**src/rtl/cmd_stream_parser_if.sv**
```systemverilog
// Handshake and status bundle for cmd_stream_parser: byte FIFO, memory write port,
// per-channel stream outputs and status. master = parser side, slave = environment side.
interface cmd_stream_parser_if #(
  parameter int DATA_BYTES = 2,
  parameter int ADDR_W     = 25,
  parameter int NUM_CH     = 2
);
  localparam int DW = 8 * DATA_BYTES;

  logic              fifo_empty;
  logic              fifo_rd;
  logic [7:0]        fifo_data;
  logic              mem_idle;
  logic              mem_wr_req;
  logic              mem_ack;
  logic [ADDR_W-1:0] mem_wr_addr;
  logic [DW-1:0]     mem_wr_data;
  logic [NUM_CH-1:0] st_valid;
  logic [NUM_CH-1:0] st_ready;
  logic [DW-1:0]     st_data;
  logic              busy;
  logic [7:0]        err_cnt;

  modport master (
    input  fifo_empty, fifo_data, mem_idle, mem_ack, st_ready,
    output fifo_rd, mem_wr_req, mem_wr_addr, mem_wr_data, st_valid, st_data, busy, err_cnt
  );

  modport slave (
    output fifo_empty, fifo_data, mem_idle, mem_ack, st_ready,
    input  fifo_rd, mem_wr_req, mem_wr_addr, mem_wr_data, st_valid, st_data, busy, err_cnt
  );
endinterface

```
**src/rtl/cmd_stream_parser.sv**
```systemverilog
// Byte-stream command parser: 8-byte header, then len data words to memory or a stream channel.
// Fill mode (0xAA56 signature, one word repeated len times) is built when CMD_STREAM_PARSER_FILL_EN is defined.
module cmd_stream_parser #(
  parameter int DATA_BYTES = 2,
  parameter int ADDR_W     = 25,
  parameter int NUM_CH     = 2
) (
  input logic mem_clk,
  input logic rst,
  cmd_stream_parser_if.master bus
);
  localparam int DW = 8 * DATA_BYTES;

  typedef enum logic [1:0] {HDR, DATA, MWR, SWR} state_t;

  state_t            r_state, w_next;
  logic [23:0]       r_win;
  logic [23:0]       r_addr;
  logic              r_locked;
  logic              r_rdPend;
  logic              r_isStream;
  logic              r_drop;
  logic [1:0]        r_byteIdx;
  logic [15:0]       r_len;
  logic [15:0]       r_wordCnt;
  logic [2:0]        r_ch;
  logic [ADDR_W-1:0] r_memAddr;
  logic [DW-1:0]     r_data;
  logic [7:0]        r_errCnt;

  logic [31:0]       w_win;
  logic [31:0]       w_addrNext;
  logic              w_sigData, w_sigFill, w_fill;
  logic              w_hdrByte, w_addrDone, w_wordDone, w_xferDone, w_lastWord, w_badCh;
  logic [NUM_CH-1:0] w_chSel;
  logic              w_unusedAddrBits;

  // fifo_data is valid exactly one cycle after a read, i.e. whenever r_rdPend is set
  assign w_win            = {bus.fifo_data, r_win};
  assign w_addrNext       = {bus.fifo_data, r_addr};
  assign w_sigData        = (w_win[31:16] == 16'hAA55);
  assign w_hdrByte        = (r_state == HDR) && r_rdPend;
  assign w_addrDone       = w_hdrByte && r_locked && (r_byteIdx == 2'd3);
  assign w_wordDone       = (r_state == DATA) && r_rdPend && (r_byteIdx == 2'(DATA_BYTES - 1));
  assign w_badCh          = w_addrNext[31] && ({29'd0, w_addrNext[30:28]} >= 32'(NUM_CH));
  assign w_lastWord       = (r_wordCnt == r_len - 16'd1);
  assign w_xferDone       = ((r_state == MWR) && bus.mem_ack) ||
                            ((r_state == SWR) && (|(bus.st_ready & w_chSel)));
  assign w_unusedAddrBits = ^w_addrNext;

  always_comb begin
    w_chSel = '0;
    for (int i = 0; i < NUM_CH; i++) w_chSel[i] = (r_ch == 3'(i));
  end

`ifdef CMD_STREAM_PARSER_FILL_EN
  logic r_fill;

  assign w_sigFill = (w_win[31:16] == 16'hAA56);
  assign w_fill    = r_fill;

  always_ff @(posedge mem_clk or negedge rst) begin
    if (!rst)
      r_fill <= 1'b0;
    else if (w_hdrByte && !r_locked && (w_sigData || w_sigFill))
      r_fill <= w_sigFill;
  end
`else
  assign w_sigFill = 1'b0;
  assign w_fill    = 1'b0;
`endif

  always_ff @(posedge mem_clk or negedge rst) begin
    if (!rst) r_state <= HDR;
    else      r_state <= w_next;
  end

  // Only one byte is ever in flight, so a word boundary never has a stray byte behind it
  always_comb begin
    w_next         = r_state;
    bus.fifo_rd    = 1'b0;
    bus.mem_wr_req = 1'b0;
    bus.st_valid   = '0;
    case (r_state)
      HDR: begin
        bus.fifo_rd = rst && !r_rdPend && !bus.fifo_empty && bus.mem_idle;
        if (w_addrDone && (r_len != 16'd0)) w_next = DATA;
      end
      DATA: begin
        bus.fifo_rd = rst && !r_rdPend && !bus.fifo_empty;
        if (w_wordDone) begin
          if (!r_drop)                    w_next = r_isStream ? SWR : MWR;
          else if (w_lastWord || w_fill)  w_next = HDR;
        end
      end
      MWR: begin
        bus.mem_wr_req = 1'b1;
        if (w_xferDone) w_next = w_lastWord ? HDR : (w_fill ? MWR : DATA);
      end
      SWR: begin
        bus.st_valid = w_chSel;
        if (w_xferDone) w_next = w_lastWord ? HDR : (w_fill ? SWR : DATA);
      end
      default: w_next = HDR;
    endcase
  end

  always_ff @(posedge mem_clk or negedge rst) begin
    if (!rst) begin
      r_win      <= '0;
      r_addr     <= '0;
      r_locked   <= 1'b0;
      r_rdPend   <= 1'b0;
      r_isStream <= 1'b0;
      r_drop     <= 1'b0;
      r_byteIdx  <= '0;
      r_len      <= '0;
      r_wordCnt  <= '0;
      r_ch       <= '0;
      r_memAddr  <= '0;
      r_data     <= '0;
      r_errCnt   <= '0;
    end else begin
      r_rdPend <= bus.fifo_rd;
      if (w_hdrByte) begin
        if (!r_locked) begin
          if (w_sigData || w_sigFill) begin
            r_locked  <= 1'b1;
            r_len     <= w_win[15:0];
            r_win     <= '0;
            r_byteIdx <= '0;
          end else begin
            r_win <= w_win[31:8];
          end
        end else begin
          r_addr    <= w_addrNext[31:8];
          r_byteIdx <= r_byteIdx + 2'd1;
          if (w_addrDone) begin
            r_locked   <= 1'b0;
            r_wordCnt  <= '0;
            r_memAddr  <= w_addrNext[ADDR_W-1:0];
            r_isStream <= w_addrNext[31];
            r_ch       <= w_addrNext[30:28];
            r_drop     <= w_badCh;
            if (w_badCh && (r_len != 16'd0) && (r_errCnt != 8'hFF))
              r_errCnt <= r_errCnt + 8'd1;
          end
        end
      end
      if ((r_state == DATA) && r_rdPend) begin
        r_data    <= {bus.fifo_data, r_data[DW-1:8]};
        r_byteIdx <= w_wordDone ? 2'd0 : r_byteIdx + 2'd1;
      end
      if ((w_wordDone && r_drop) || w_xferDone)
        r_wordCnt <= w_lastWord ? 16'd0 : r_wordCnt + 16'd1;
      if ((r_state == MWR) && bus.mem_ack)
        r_memAddr <= r_memAddr + 1'b1;
    end
  end

  assign bus.mem_wr_addr = r_memAddr;
  assign bus.mem_wr_data = r_data;
  assign bus.st_data     = r_data;
  assign bus.busy        = (r_state != HDR);
  assign bus.err_cnt     = r_errCnt;
endmodule
```
**src/flat_wrapper.sv**
```systemverilog
// flat-port wrapper written by rule: the top's interface ports become plain ports
module cmd_stream_parser_flat 
#(
  parameter int DATA_BYTES = 2,
  parameter int ADDR_W     = 25,
  parameter int NUM_CH     = 2
)
  (mem_clk, rst, bus_fifo_empty, bus_fifo_data, bus_mem_idle, bus_mem_ack, bus_st_ready, bus_fifo_rd, bus_mem_wr_req, bus_mem_wr_addr, bus_mem_wr_data, bus_st_valid, bus_st_data, bus_busy, bus_err_cnt);
  cmd_stream_parser_if #(.DATA_BYTES(DATA_BYTES), .ADDR_W(ADDR_W), .NUM_CH(NUM_CH)) bus_i ();
  input logic mem_clk;
  input logic rst;
  input wire logic [$bits(bus_i.fifo_empty)-1:0] bus_fifo_empty;
  input wire logic [$bits(bus_i.fifo_data)-1:0] bus_fifo_data;
  input wire logic [$bits(bus_i.mem_idle)-1:0] bus_mem_idle;
  input wire logic [$bits(bus_i.mem_ack)-1:0] bus_mem_ack;
  input wire logic [$bits(bus_i.st_ready)-1:0] bus_st_ready;
  output wire logic [$bits(bus_i.fifo_rd)-1:0] bus_fifo_rd;
  output wire logic [$bits(bus_i.mem_wr_req)-1:0] bus_mem_wr_req;
  output wire logic [$bits(bus_i.mem_wr_addr)-1:0] bus_mem_wr_addr;
  output wire logic [$bits(bus_i.mem_wr_data)-1:0] bus_mem_wr_data;
  output wire logic [$bits(bus_i.st_valid)-1:0] bus_st_valid;
  output wire logic [$bits(bus_i.st_data)-1:0] bus_st_data;
  output wire logic [$bits(bus_i.busy)-1:0] bus_busy;
  output wire logic [$bits(bus_i.err_cnt)-1:0] bus_err_cnt;
  assign bus_i.fifo_empty = bus_fifo_empty;
  assign bus_i.fifo_data = bus_fifo_data;
  assign bus_i.mem_idle = bus_mem_idle;
  assign bus_i.mem_ack = bus_mem_ack;
  assign bus_i.st_ready = bus_st_ready;
  assign bus_fifo_rd = bus_i.fifo_rd;
  assign bus_mem_wr_req = bus_i.mem_wr_req;
  assign bus_mem_wr_addr = bus_i.mem_wr_addr;
  assign bus_mem_wr_data = bus_i.mem_wr_data;
  assign bus_st_valid = bus_i.st_valid;
  assign bus_st_data = bus_i.st_data;
  assign bus_busy = bus_i.busy;
  assign bus_err_cnt = bus_i.err_cnt;
  cmd_stream_parser #(.DATA_BYTES(DATA_BYTES), .ADDR_W(ADDR_W), .NUM_CH(NUM_CH)) u_core (.mem_clk(mem_clk), .rst(rst), .bus(bus_i));
endmodule
```
**config.mk**
```make
export PLATFORM = sky130hd
export DESIGN_NAME = cmd_stream_parser_flat
export DESIGN_NICKNAME = d
export VERILOG_FILES = /design/src/rtl/cmd_stream_parser_if.sv /design/src/rtl/cmd_stream_parser.sv /design/src/flat_wrapper.sv
export SDC_FILE = /design/constraint.sdc
export NUM_CORES = 1
export LEC_CHECK = 0
export ABC_AREA = 1
export CORE_AREA = 3 3 165 103
export DETAILED_ROUTE_END_ITERATION = 8
export DIE_AREA = 0 0 168 106
export DONT_BUFFER_PORTS = 1
export GPL_ROUTABILITY_DRIVEN = 0
export PLACE_DENSITY = 0.74
export SLEW_MARGIN = 20
export SYNTH_ARGS = -nofsm -noshare
export SYNTH_HDL_FRONTEND = slang
export SYNTH_SLANG_ARGS = --single-unit
```
**constraint.sdc**
```tcl
create_clock -name mem_clk -period 4 [get_ports mem_clk]
set_input_delay 0.8 -clock mem_clk [delete_from_list [all_inputs] [get_ports mem_clk]]
set_output_delay 0.8 -clock mem_clk [all_outputs]
set_load 0.01 [all_outputs]
```
==> results of run 1 <==
## metal layers
metal / vias to the layer above / track usage / part of all wire
met5: - / 0 / 0
met1: 2949 / 0.346 / 0.51
met4: 0 / 0.0420 / 0.011
li1: 3008 / - / -
met3: 15 / 0.0691 / 0.096
met2: 226 / 0.285 / 0.39
## cells in the final DEF (no fill, tap or decap), drive strengths merged, types with 2 or more instances in the layout
cell type | netlist | routed
nand2 | 278 | 278
inv | 118 | 125
ha | 6 | 6
nand3 | 45 | 45
dfrtp | 140 | 140
or2 | 6 | 6
o22ai | 8 | 8
nor3 | 14 | 14
o211ai | 6 | 6
xnor2 | 12 | 12
nor4 | 9 | 9
clkbuf | 19 | 18
clkinvlp | 0 | 2
o311ai | 2 | 2
a21oi | 12 | 12
o21ai | 107 | 107
nand4 | 25 | 25
nor2 | 68 | 68
xor2 | 22 | 22
mux2 | 5 | 5
nand3b | 9 | 9
o221ai | 5 | 5
clkinv | 2 | 6
## registers in the layout, summed over array words and instances (netlist names)
name and flops:
u_core.bus.err_cnt 8, u_core.bus.mem_wr_addr 25, u_core.bus.mem_wr_data 16, u_core.r_addr 24, u_core.r_byteIdx 2, u_core.r_ch 3, u_core.r_drop 1, u_core.r_isStream 1
u_core.r_len 16, u_core.r_locked 1, u_core.r_rdPend 1, u_core.r_state 2, u_core.r_win 24, u_core.r_wordCnt 16
## how the worst max path moves through the flow
| stage | cells after the start | end | slack [ps] |
|---|---|---|---|
| global route | 8 | u_core.bus.mem_wr_addr[2] | 1100 |
| finish | 8 | u_core.bus.mem_wr_addr[2] | 1370 |
| global placement | 5 | u_core.r_len[10] | 1480 |
| CTS | 8 | u_core.bus.mem_wr_addr[2] | 1360 |
| floorplan | 2 | bus_fifo_rd | 1910 |
| detailed placement | 8 | u_core.bus.mem_wr_addr[2] | 1380 |
## cells in the mapped netlist, types with 10 or more instances
library cell  count
nor3_1           14
inv_1           111
o21ai_0          80
buf_4            18
a21oi_1          11
xnor2_1          11
nor2_1           48
o21ai_1          26
nand2_1         268
nand4_1          25
nor2_4           10
xor2_1           22
clkbuf_1         18
dfrtp_1         140
nand3_1          43
## worst register-to-register path, cell delays in order (launching register included)
cell and delay, ps:
dfrtp_1 460, nor2_4 220, nand2_2 140, nor2_8 360
nand2_4 280, nand2_1 430, inv_1 320, nand2_1 120
o311ai_0 140
## power by group through the flow
stage / sequential [uW] / clock, uW / combinational, uW
5_1_grt: 2560 / 1660 / 1330
3_3_place_gp: 2500 / 0 / 1100
2_1_floorplan: 2300 / 0 / 1050
4_1_cts: 2490 / 1590 / 1150
3_5_place_dp: 2510 / 0 / 1140
6_report: 2490 / 1580 / 1150
## through the flow
step / cells / power (uW) / hold slack (ps)
6_report: 1140 / 5230 / 71.7
5_1_grt: 1140 / 5550 / 53.7
4_1_cts: 1140 / 5230 / 62.2
3_5_place_dp: 1108 / 3650 / 465
3_3_place_gp: 1108 / 3600 / 462
2_1_floorplan: 947 / 3350 / 442
## cell type report
| type | count | area (um^2) |
|---|---|---|
| clock buffer | 18 | 439 |
| clock inverter | 14 | 150 |
| fill | 1390 | 7180 |
| inverter | 120 | 455 |
| tap | 203 | 254 |
| multi-input combinational | 645 | 3390 |
| sequential | 140 | 3500 |
## cell families after synthesis
| logic type | count (synthesis) |
|---|---|
| XOR/XNOR | 34 |
| AO/OA/AOI/OAI | 146 |
| adder cells (fa/ha/maj) | 6 |
| flip-flops | 140 |
| multiplexers | 5 |
| buffers and inverters | 162 |
| AND/OR/NAND/NOR | 454 |
==> impl_metrics.py, run 1 <==
metrics = {
    "cts": {
        "cts-buffers-inserted": 17,
        "htree_levels": 4,
        "cts_root_buf": "clkbuf_16",
        "cts_resized": 0,
        "cts_buffer_depth": 2,
        "postCtsSetupRepairBufs": 0,
        "clk_latency_ps": 420,
        "cts.sinks": 140,
        "cts_tree": "yes",
        "clkTransAtPathRegs_ps": 70,
        "ctsHoldBuffers": 0,
    },
    "worst_setup_path": {
        "end_kind": "flip-flop",
        "cp_slowest_cell": "dfrtp_1",
        "cp.arrival_ps": 2880,
        "r2r_setup_slack_ps": 1370,
        "worst-path-max-fanout": 35,
        "worstSetupStartpointType": "flip-flop",
        "critPathMaxStageDelay_ps": 460,
        "crit_family": "simple AND/OR/NAND/NOR gates",
        "reg2reg_from": "u_core.r_state[1]",
        "regToRegEndpoint": "u_core.bus.mem_wr_addr[2]",
        "worstSetupPathType": "flip-flop to flip-flop",
        "cp.required_ps": 4250,
        "startpoint": "u_core.r_state[1]",
        "worst-r2r-cell-count": 8,
        "path_buf_inv": 1,
        "cp_cell_sequence": "nor2_4, nand2_2, nor2_8, nand2_4, nand2_1, inv_1, nand2_1, o311ai_0",
        "cpMostUsedCell": "nand2_1",
    },
    "floorplanning": {
        "io_pins": 85,
        "core-area_um2": 15400,
        "rows": 35,
        "die_h_um": 106,
        "start_util": 0.494,
        "fp.dieW_um": 168,
        "die_area_um2": 17800,
    },
    "place": {
        "postPlaceCellArea_um2": 7600,
        "dp_slack_ps": 1380,
        "post-dp-hpwl_mm": 13.6,
        "io_buffer_count": 0,
    },
    "final_layout": {
        "fin_util": 0.533,
        "area_growth_pct": 7.98,
        "fin_area_um2": 8190,
        "drive_above_1_share": 0.0961,
        "nets": 945,
        "diodes": 0,
    },
    "routing": {
        "wl_mm": 18.8,
        "wire_per_inst_um": 16.5,
        "post-route-drc-count": 0,
        "detail-route-antenna-nets": 0,
        "drtIter0Drc": 595,
        "num_vias": 6198,
        "via_per_inst": 5.44,
        "first_pass_iters": 5,
    },
    "logic_synthesis": {
        "synth_edf_count": 0,
        "synthAdderAreaFrac": 0.00989,
        "synthTopCellsByArea": "dfrtp_1, nand2_1, inv_1",
        "synth_fp_nets": 968,
        "avgSynthCellArea_um2": 8.01,
        "seq_area_frac_synth": 0.462,
        "yosysWarningCount": 0,
        "synth_top_family_by_area": "simple AND/OR/NAND/NOR gates",
        "synthMuxAreaShare": 0.00742,
        "synth_area_um2": 7590,
        "netlist.area_leader.share": 0.462,
        "ys_ff_latch": 140,
        "synth_xor_xnor_area_share": 0.0402,
        "synth_top_area_cell": "dfrtp_1",
        "synthSimpleGateAreaFrac": 0.281,
        "synth_cell_types": 48,
        "syn-instance-count": 947,
        "synth_compound_area_frac": 0.108,
        "async_reset_ff_frac": 1.00,
        "synthFlopType": "dfrtp_1",
    },
    "sta": {
        "slew_headroom": 0.455,
        "skew_ps": 14.9,
        "setup_violations": 0,
        "tightest_slew_ps": 810,
        "rsz0062_at_grt": "false",
        "finalHoldViolations": 0,
        "fin_ws_ps": 1370,
        "period_share": 0.658,
        "fmax_ghz": 0.380,
        "tns_ps": 0,
        "layout_min_cycle_time_ps": 2630,
        "final_max_slew_viol_count": 0,
    },
    "global_routing": {
        "grt_max_degree": 142,
        "grt-ovfl-total": 0,
        "grt_pass1_wl_mm": 30.8,
        "grt_pass1_vias": 5619,
        "grtUsageTotal": 0.217,
        "antenna_found_initial": 0,
    },
    "power": {
        "seq_power_share": 0.477,
        "leakage_uw": 0.00403,
        "p_int_uw": 3180,
        "p_sw_uw": 2050,
        "clockPowerShare": 0.302,
        "swShare": 0.391,
        "ir_worst_vdd_uv": 384,
        "pwr-share-comb": 0.221,
        "powerDensity_nw_per_um2": 638,
    },
    "run": {
        "maxCapViolCount": 0,
    },
    "outcome": {
        "status": "finished clean",
    },
    "min_path": {
        "min_path_type": "primary input to asynchronous set/reset pin",
    },
}
(Power assumes the default switching activity.)
==> inputs of run 2 (changes only) <==
==> constraint.sdc (replaced) <==
create_clock -name mem_clk -period 2.5 [get_ports mem_clk]
set_input_delay 0.5 -clock mem_clk [delete_from_list [all_inputs] [get_ports mem_clk]]
set_output_delay 0.5 -clock mem_clk [all_outputs]
set_load 0.01 [all_outputs]
==> impl_metrics.py, run 2 (synthesis results as in run 1) <==
metrics = {
    "cts": {
        "clk_latency_ps": 420,
        "cts_resized": 0,
        "cts-buffers-inserted": 17,
        "postCtsSetupRepairBufs": 0,
        "cts_tree": "yes",
        "cts_root_buf": "clkbuf_16",
        "cts.sinks": 140,
        "htree_levels": 4,
        "clkTransAtPathRegs_ps": 70,
        "cts_buffer_depth": 2,
    },
    "floorplanning": {
        "rows": 35,
        "io_pins": 85,
        "fp.dieW_um": 168,
        "die_h_um": 106,
        "start_util": 0.494,
        "die_area_um2": 17800,
        "core-area_um2": 15400,
    },
    "sta": {
        "finalHoldViolations": 140,
        "skew_ps": 13.5,
        "hold_ws_ps": -227,
        "rsz0062_at_grt": "false",
        "final_max_slew_viol_count": 0,
        "period_share": 0.888,
        "tightest_slew_ps": 563,
        "fmax_ghz": 0.450,
        "layout_min_cycle_time_ps": 2220,
        "setup_violations": 0,
        "slew_headroom": 0.623,
        "tns_ps": 0,
    },
    "run": {
        "maxCapViolCount": 0,
    },
    "worst_setup_path": {
        "worstSetupPathType": "flip-flop to flip-flop",
        "cp_num_cells": 15,
        "worst-path-max-fanout": 17,
        "cp.required_ps": 2800,
        "cpMostUsedCell": "nand2_1",
        "path_buf_inv": 1,
        "end_kind": "flip-flop",
        "worst-r2r-cell-count": 15,
        "cp_slowest_cell": "dfrtp_1",
        "cp_cell_sequence": "inv_1, ha_1, nand2_4, nor2_2, nand2_1, nand2_1, nand2_1, nor2_1, nand2_1, nor2_4, nand2_4, nand2_1, nand2_1, nand2_1, nand2_1",
        "worstSetupStartpointType": "flip-flop",
        "critPathMaxStageDelay_ps": 400,
        "crit_family": "simple AND/OR/NAND/NOR gates",
        "cp.arrival_ps": 2520,
    },
    "outcome": {
        "violations": "negative hold slack",
        "status": "complete, but fails checks",
    },
    "place": {
        "postPlaceCellArea_um2": 7710,
        "io_buffer_count": 0,
        "dp.cells": 1122,
        "post-dp-hpwl_mm": 13.5,
    },
    "routing": {
        "post-route-drc-count": 0,
        "first_pass_iters": 5,
        "drtIter0Drc": 540,
        "via_per_inst": 5.38,
        "wl_mm": 18.7,
        "wire_per_inst_um": 16.2,
        "num_vias": 6206,
        "detail-route-antenna-nets": 0,
    },
    "final_layout": {
        "largest_register_ffs": 25,
        "diodes": 0,
        "layout_commonest_cell": "nand2_1",
        "nets": 959,
        "fin_area_um2": 8310,
        "drive_above_1_share": 0.109,
        "instances_no_fill": 1154,
        "final_cell_mix": "nand2_1, dfrtp_1, inv_1",
        "area_growth_pct": 9.48,
    },
    "power": {
        "powerDensity_nw_per_um2": 1010,
        "leakage_uw": 0.00411,
        "ir_worst_vdd_uv": 592,
    },
    "global_routing": {
        "grt_pass1_wl_mm": 31.1,
        "grtUsageTotal": 0.218,
        "grt-ovfl-total": 0,
        "grt_pass1_vias": 5692,
        "grt_max_degree": 142,
        "antenna_found_initial": 0,
    },
    "min_path": {
        "min_path_type": "primary input to asynchronous set/reset pin",
    },
}
run 2: path summary, 6_finish.rpt:
path | start | endpoint | slack [ps]
setup / recovery | u_core.r_len[0] | u_core.r_state[0] | 280
hold reg to reg | u_core.r_addr[22] | u_core.r_addr[14] | 480
hold / removal | rst | u_core.bus.mem_wr_data[2] | -230
setup reg to reg | u_core.r_len[0] | u_core.r_state[0] | 280
min in group mem_clk | bus_fifo_data[5] | u_core.r_addr[21] | 210
max in group asynchronous | rst | u_core.r_wordCnt[1] | 2500
run 2: worst reg2reg max path: stages (launching register included):
cell	delay, ps
dfrtp_1	400
inv_1	210
ha_1	330
nand2_4	120
nor2_2	150
nand2_1	60
nand2_1	90
nand2_1	60
nor2_1	110
nand2_1	90
nor2_4	100
nand2_4	140
nand2_1	100
nand2_1	50
nand2_1	60
nand2_1	40
run 2: through the flow:
| step | utilization | hold slack (ps) | setup WS (ps) | power (uW) |
|---|---|---|---|---|
| after global routing | 0.540 | -252 | 118 | 8980 |
| final | 0.540 | -227 | 280 | 8410 |
| after floorplan | - | 204 | 560 | 5350 |
| after global placement | 0.502 | 210 | 391 | 5800 |
| after CTS | 0.540 | -241 | 316 | 8440 |
| after detailed placement | 0.502 | 209 | 335 | 5860 |
run 2: area by class of cell:
class | instances | area (um^2)
multi-input cells | 645 | 3390
clock inverters | 13 | 145
well taps | 203 | 254
fillers | 1400 | 7060
inverters | 120 | 455
repair buffers | 14 | 105
clock buffers | 19 | 453
flip-flops and latches | 140 | 3500
run 2: where the power goes:
group | switching, uW | total [uW] | leakage, uW | internal [uW]
Clock | 1100 | 2570 | 0.000290 | 1470
Combinational | 1190 | 1870 | 0.00205 | 684
Sequential | 975 | 3970 | 0.00177 | 3000
run 2: layer usage:
layer	wire [um]	vias up	global-route usage
li1	-	3040	-
met3	1710	17	0.0621
met2	7270	224	0.282
met4	179	0	0.0508
met1	9500	2925	0.352
met5	0	-	0
==> inputs of run 3 (changes only) <==
--- a/config.mk
+++ b/config.mk
@@ -5,10 +5,10 @@
 export SDC_FILE = /design/constraint.sdc
 export NUM_CORES = 1
 export LEC_CHECK = 0
-export ABC_AREA = 1
-export CORE_AREA = 3 3 165 103
+export ABC_AREA = 0
+export CORE_AREA = 3 3 158 98
 export DETAILED_ROUTE_END_ITERATION = 8
-export DIE_AREA = 0 0 168 106
+export DIE_AREA = 0 0 161 101
 export DONT_BUFFER_PORTS = 1
 export GPL_ROUTABILITY_DRIVEN = 0
 export PLACE_DENSITY = 0.74
==> impl_metrics.py, run 3 <==
metrics = {
    "logic_synthesis": {
        "ys_ff_latch": 140,
        "avgSynthCellArea_um2": 10.1,
        "synthFlopType": "dfrtp_1",
        "seq_area_frac_synth": 0.507,
        "synth_edf_count": 0,
        "synthTopCellsByArea": "dfrtp_1, mux2_2, nand2_1",
        "synth_top_area_cell": "dfrtp_1",
        "synth_cell_types": 67,
        "synth_fp_nets": 706,
        "syn-instance-count": 685,
        "async_reset_ff_frac": 1.00,
        "synthTopCellsByCount": "dfrtp_1, nand2_1, mux2_2",
        "synth_area_um2": 6900,
        "yosysWarningCount": 0,
        "netlist.area_leader.share": 0.507,
        "synth.most_common_cell": "dfrtp_1",
    },
    "worst_setup_path": {
        "reg2reg_from": "u_core.r_len[1]",
        "r2r_setup_slack_ps": -170,
        "regToRegEndpoint": "u_core.r_wordCnt[9]",
        "worstSetupPathType": "flip-flop to flip-flop",
        "cp.arrival_ps": 2980,
        "worst-r2r-cell-count": 11,
        "worstSetupStartpointType": "flip-flop",
        "worst-path-max-fanout": 4,
        "cp.required_ps": 2810,
        "end_kind": "flip-flop",
    },
    "floorplanning": {
        "io_pins": 85,
        "fp.dieW_um": 161,
        "die_area_um2": 16300,
        "rows": 34,
        "core-area_um2": 14300,
        "die_h_um": 101,
        "start_util": 0.483,
    },
    "run": {
        "maxCapViolCount": 0,
    },
    "min_path": {
        "min_path_type": "primary input to asynchronous set/reset pin",
    },
    "global_routing": {
        "grt_max_degree": 142,
        "grt_pass1_wl_mm": 29.2,
        "grt-ovfl-total": 0,
        "grtUsageTotal": 0.229,
        "grt_pass1_vias": 5451,
        "antenna_found_initial": 0,
    },
    "power": {
        "powerDensity_nw_per_um2": 601,
        "ir_worst_vdd_uv": 404,
        "leakage_uw": 0.00357,
        "total_power_uw": 4870,
    },
    "sta": {
        "tightest_slew_ps": 932,
        "fmax_ghz": 0.374,
        "hold_ws_ps": -241,
        "period_share": 1.07,
        "skew_ps": 11.0,
        "finalHoldViolations": 140,
        "rsz0062_at_grt": "true",
        "slew_headroom": 0.377,
        "layout_min_cycle_time_ps": 2670,
        "final_max_slew_viol_count": 0,
        "setup_violations": 22,
        "fin_ws_ps": -173,
    },
    "cts": {
        "htree_levels": 4,
        "cts-buffers-inserted": 17,
        "cts_tree": "yes",
        "cts_buffer_depth": 2,
        "cts_root_buf": "clkbuf_16",
        "cts.sinks": 140,
        "clk_latency_ps": 430,
        "clkTransAtPathRegs_ps": 70,
    },
    "final_layout": {
        "instances_no_fill": 923,
        "diodes": 0,
        "drive_above_1_share": 0.244,
        "area_growth_pct": 17.4,
        "final_cell_mix": "dfrtp_1, nand2_1, mux2_2",
        "nets": 733,
        "layout_commonest_cell": "dfrtp_1",
        "largest_register_ffs": 25,
    },
    "outcome": {
        "violations": "negative hold slack, negative setup slack",
        "status": "complete, but fails checks",
    },
    "routing": {
        "post-route-drc-count": 0,
        "drtIter0Drc": 597,
        "detail-route-antenna-nets": 0,
        "first_pass_iters": 8,
        "num_vias": 5598,
        "wl_mm": 18.5,
        "via_per_inst": 6.07,
        "wire_per_inst_um": 20.0,
    },
    "place": {
        "post-dp-hpwl_mm": 12.2,
        "io_buffer_count": 0,
        "dp.cells": 878,
    },
}
[run 3: area by class of cell]
cell class / instances / area, um^2
Multi-Input combinational cell: 480 / 3260
Tap cell: 198 / 248
Clock inverter: 15 / 171
Timing Repair Buffer: 50 / 405
Fill cell: 1183 / 6190
Sequential cell: 140 / 3500
Inverter: 23 / 86.3
Clock buffer: 17 / 425
[run 3: cells by family (layout without fill, tap and decap cells)]
kind of cell	count (synthesis)	in the layout	share of synthesized area
AOI/OAI and AO/OA	127	127	0.124
xor gates and xnor gates	27	27	0.0343
adders and majority gates	6	6	0.0109
buffers and inverters	65	105	0.0457
DFF	140	140	0.507
muxes	58	58	0.0937
and+or+nand+nor	262	262	0.184
[run 3: through the flow]
| step | setup WS, ps | TNS, ps | hold WS, ps | utilization | cell area (um^2) |
|---|---|---|---|---|---|
| global route | -304 | -4540 | -262 | 0.567 | 8100 |
| detailed placement | -413 | -4030 | 207 | 0.505 | 7220 |
| CTS | -74.5 | -648 | -251 | 0.560 | 8000 |
| floorplan | 11.8 | 0 | 204 | - | 6920 |
| finish | -173 | -2260 | -241 | 0.567 | 8100 |
| global placement | -378 | -2680 | 207 | 0.505 | 7220 |
[run 3: routing by layer]
metal | up-vias | GRT usage | wire length, um
met1 | 2767 | 0.326 | 8150
met2 | 294 | 0.335 | 8120
li1 | 2486 | - | -
met4 | 0 | 0.0826 | 493
met3 | 51 | 0.0681 | 1720
met5 | - | 0 | 0
[run 3: how the worst max path moves through the flow]
stage | startpoint | end | slack [ps] | cells past startpoint
floorplan | u_core.r_len[4] | u_core.r_wordCnt[14] | 10 | 9
global placement | u_core.r_len[5] | u_core.bus.err_cnt[4] | -380 | 9
detailed placement | u_core.r_len[0] | u_core.bus.err_cnt[4] | -410 | 11
CTS | u_core.r_len[5] | u_core.r_wordCnt[5] | -70 | 9
global route | u_core.r_len[0] | u_core.r_wordCnt[12] | -300 | 12
finish | u_core.r_len[1] | u_core.r_wordCnt[9] | -170 | 11
[run 3: worst max-delay path: stages, from the launching register on]
cell and delay, ps:
dfrtp_1 410, inv_2 90, ha_4 130, or4b_4 480, nor4_4 200, xnor2_1 130, a211oi_2 200, o211ai_2 180
o31a_1 340, buf_6 160, a21oi_1 140, o21bai_1 90
[run 3: timing repair]
item / 4_1_cts / 5_1_grt
endpoints found under the setup margin: 24 / 24
resized for setup: 29 / 17
pin swaps: 12 / 8
setup buffers: 8 / 5
hold endpoints to repair: 140 / 140
[run 3: power breakdown]
part | internal (uW) | switching [uW] | total [uW]
sequential | 2280 | 25.4 | 2300
clock | 1420 | 1130 | 2550
combinational | 10.6 | 6.02 | 16.6
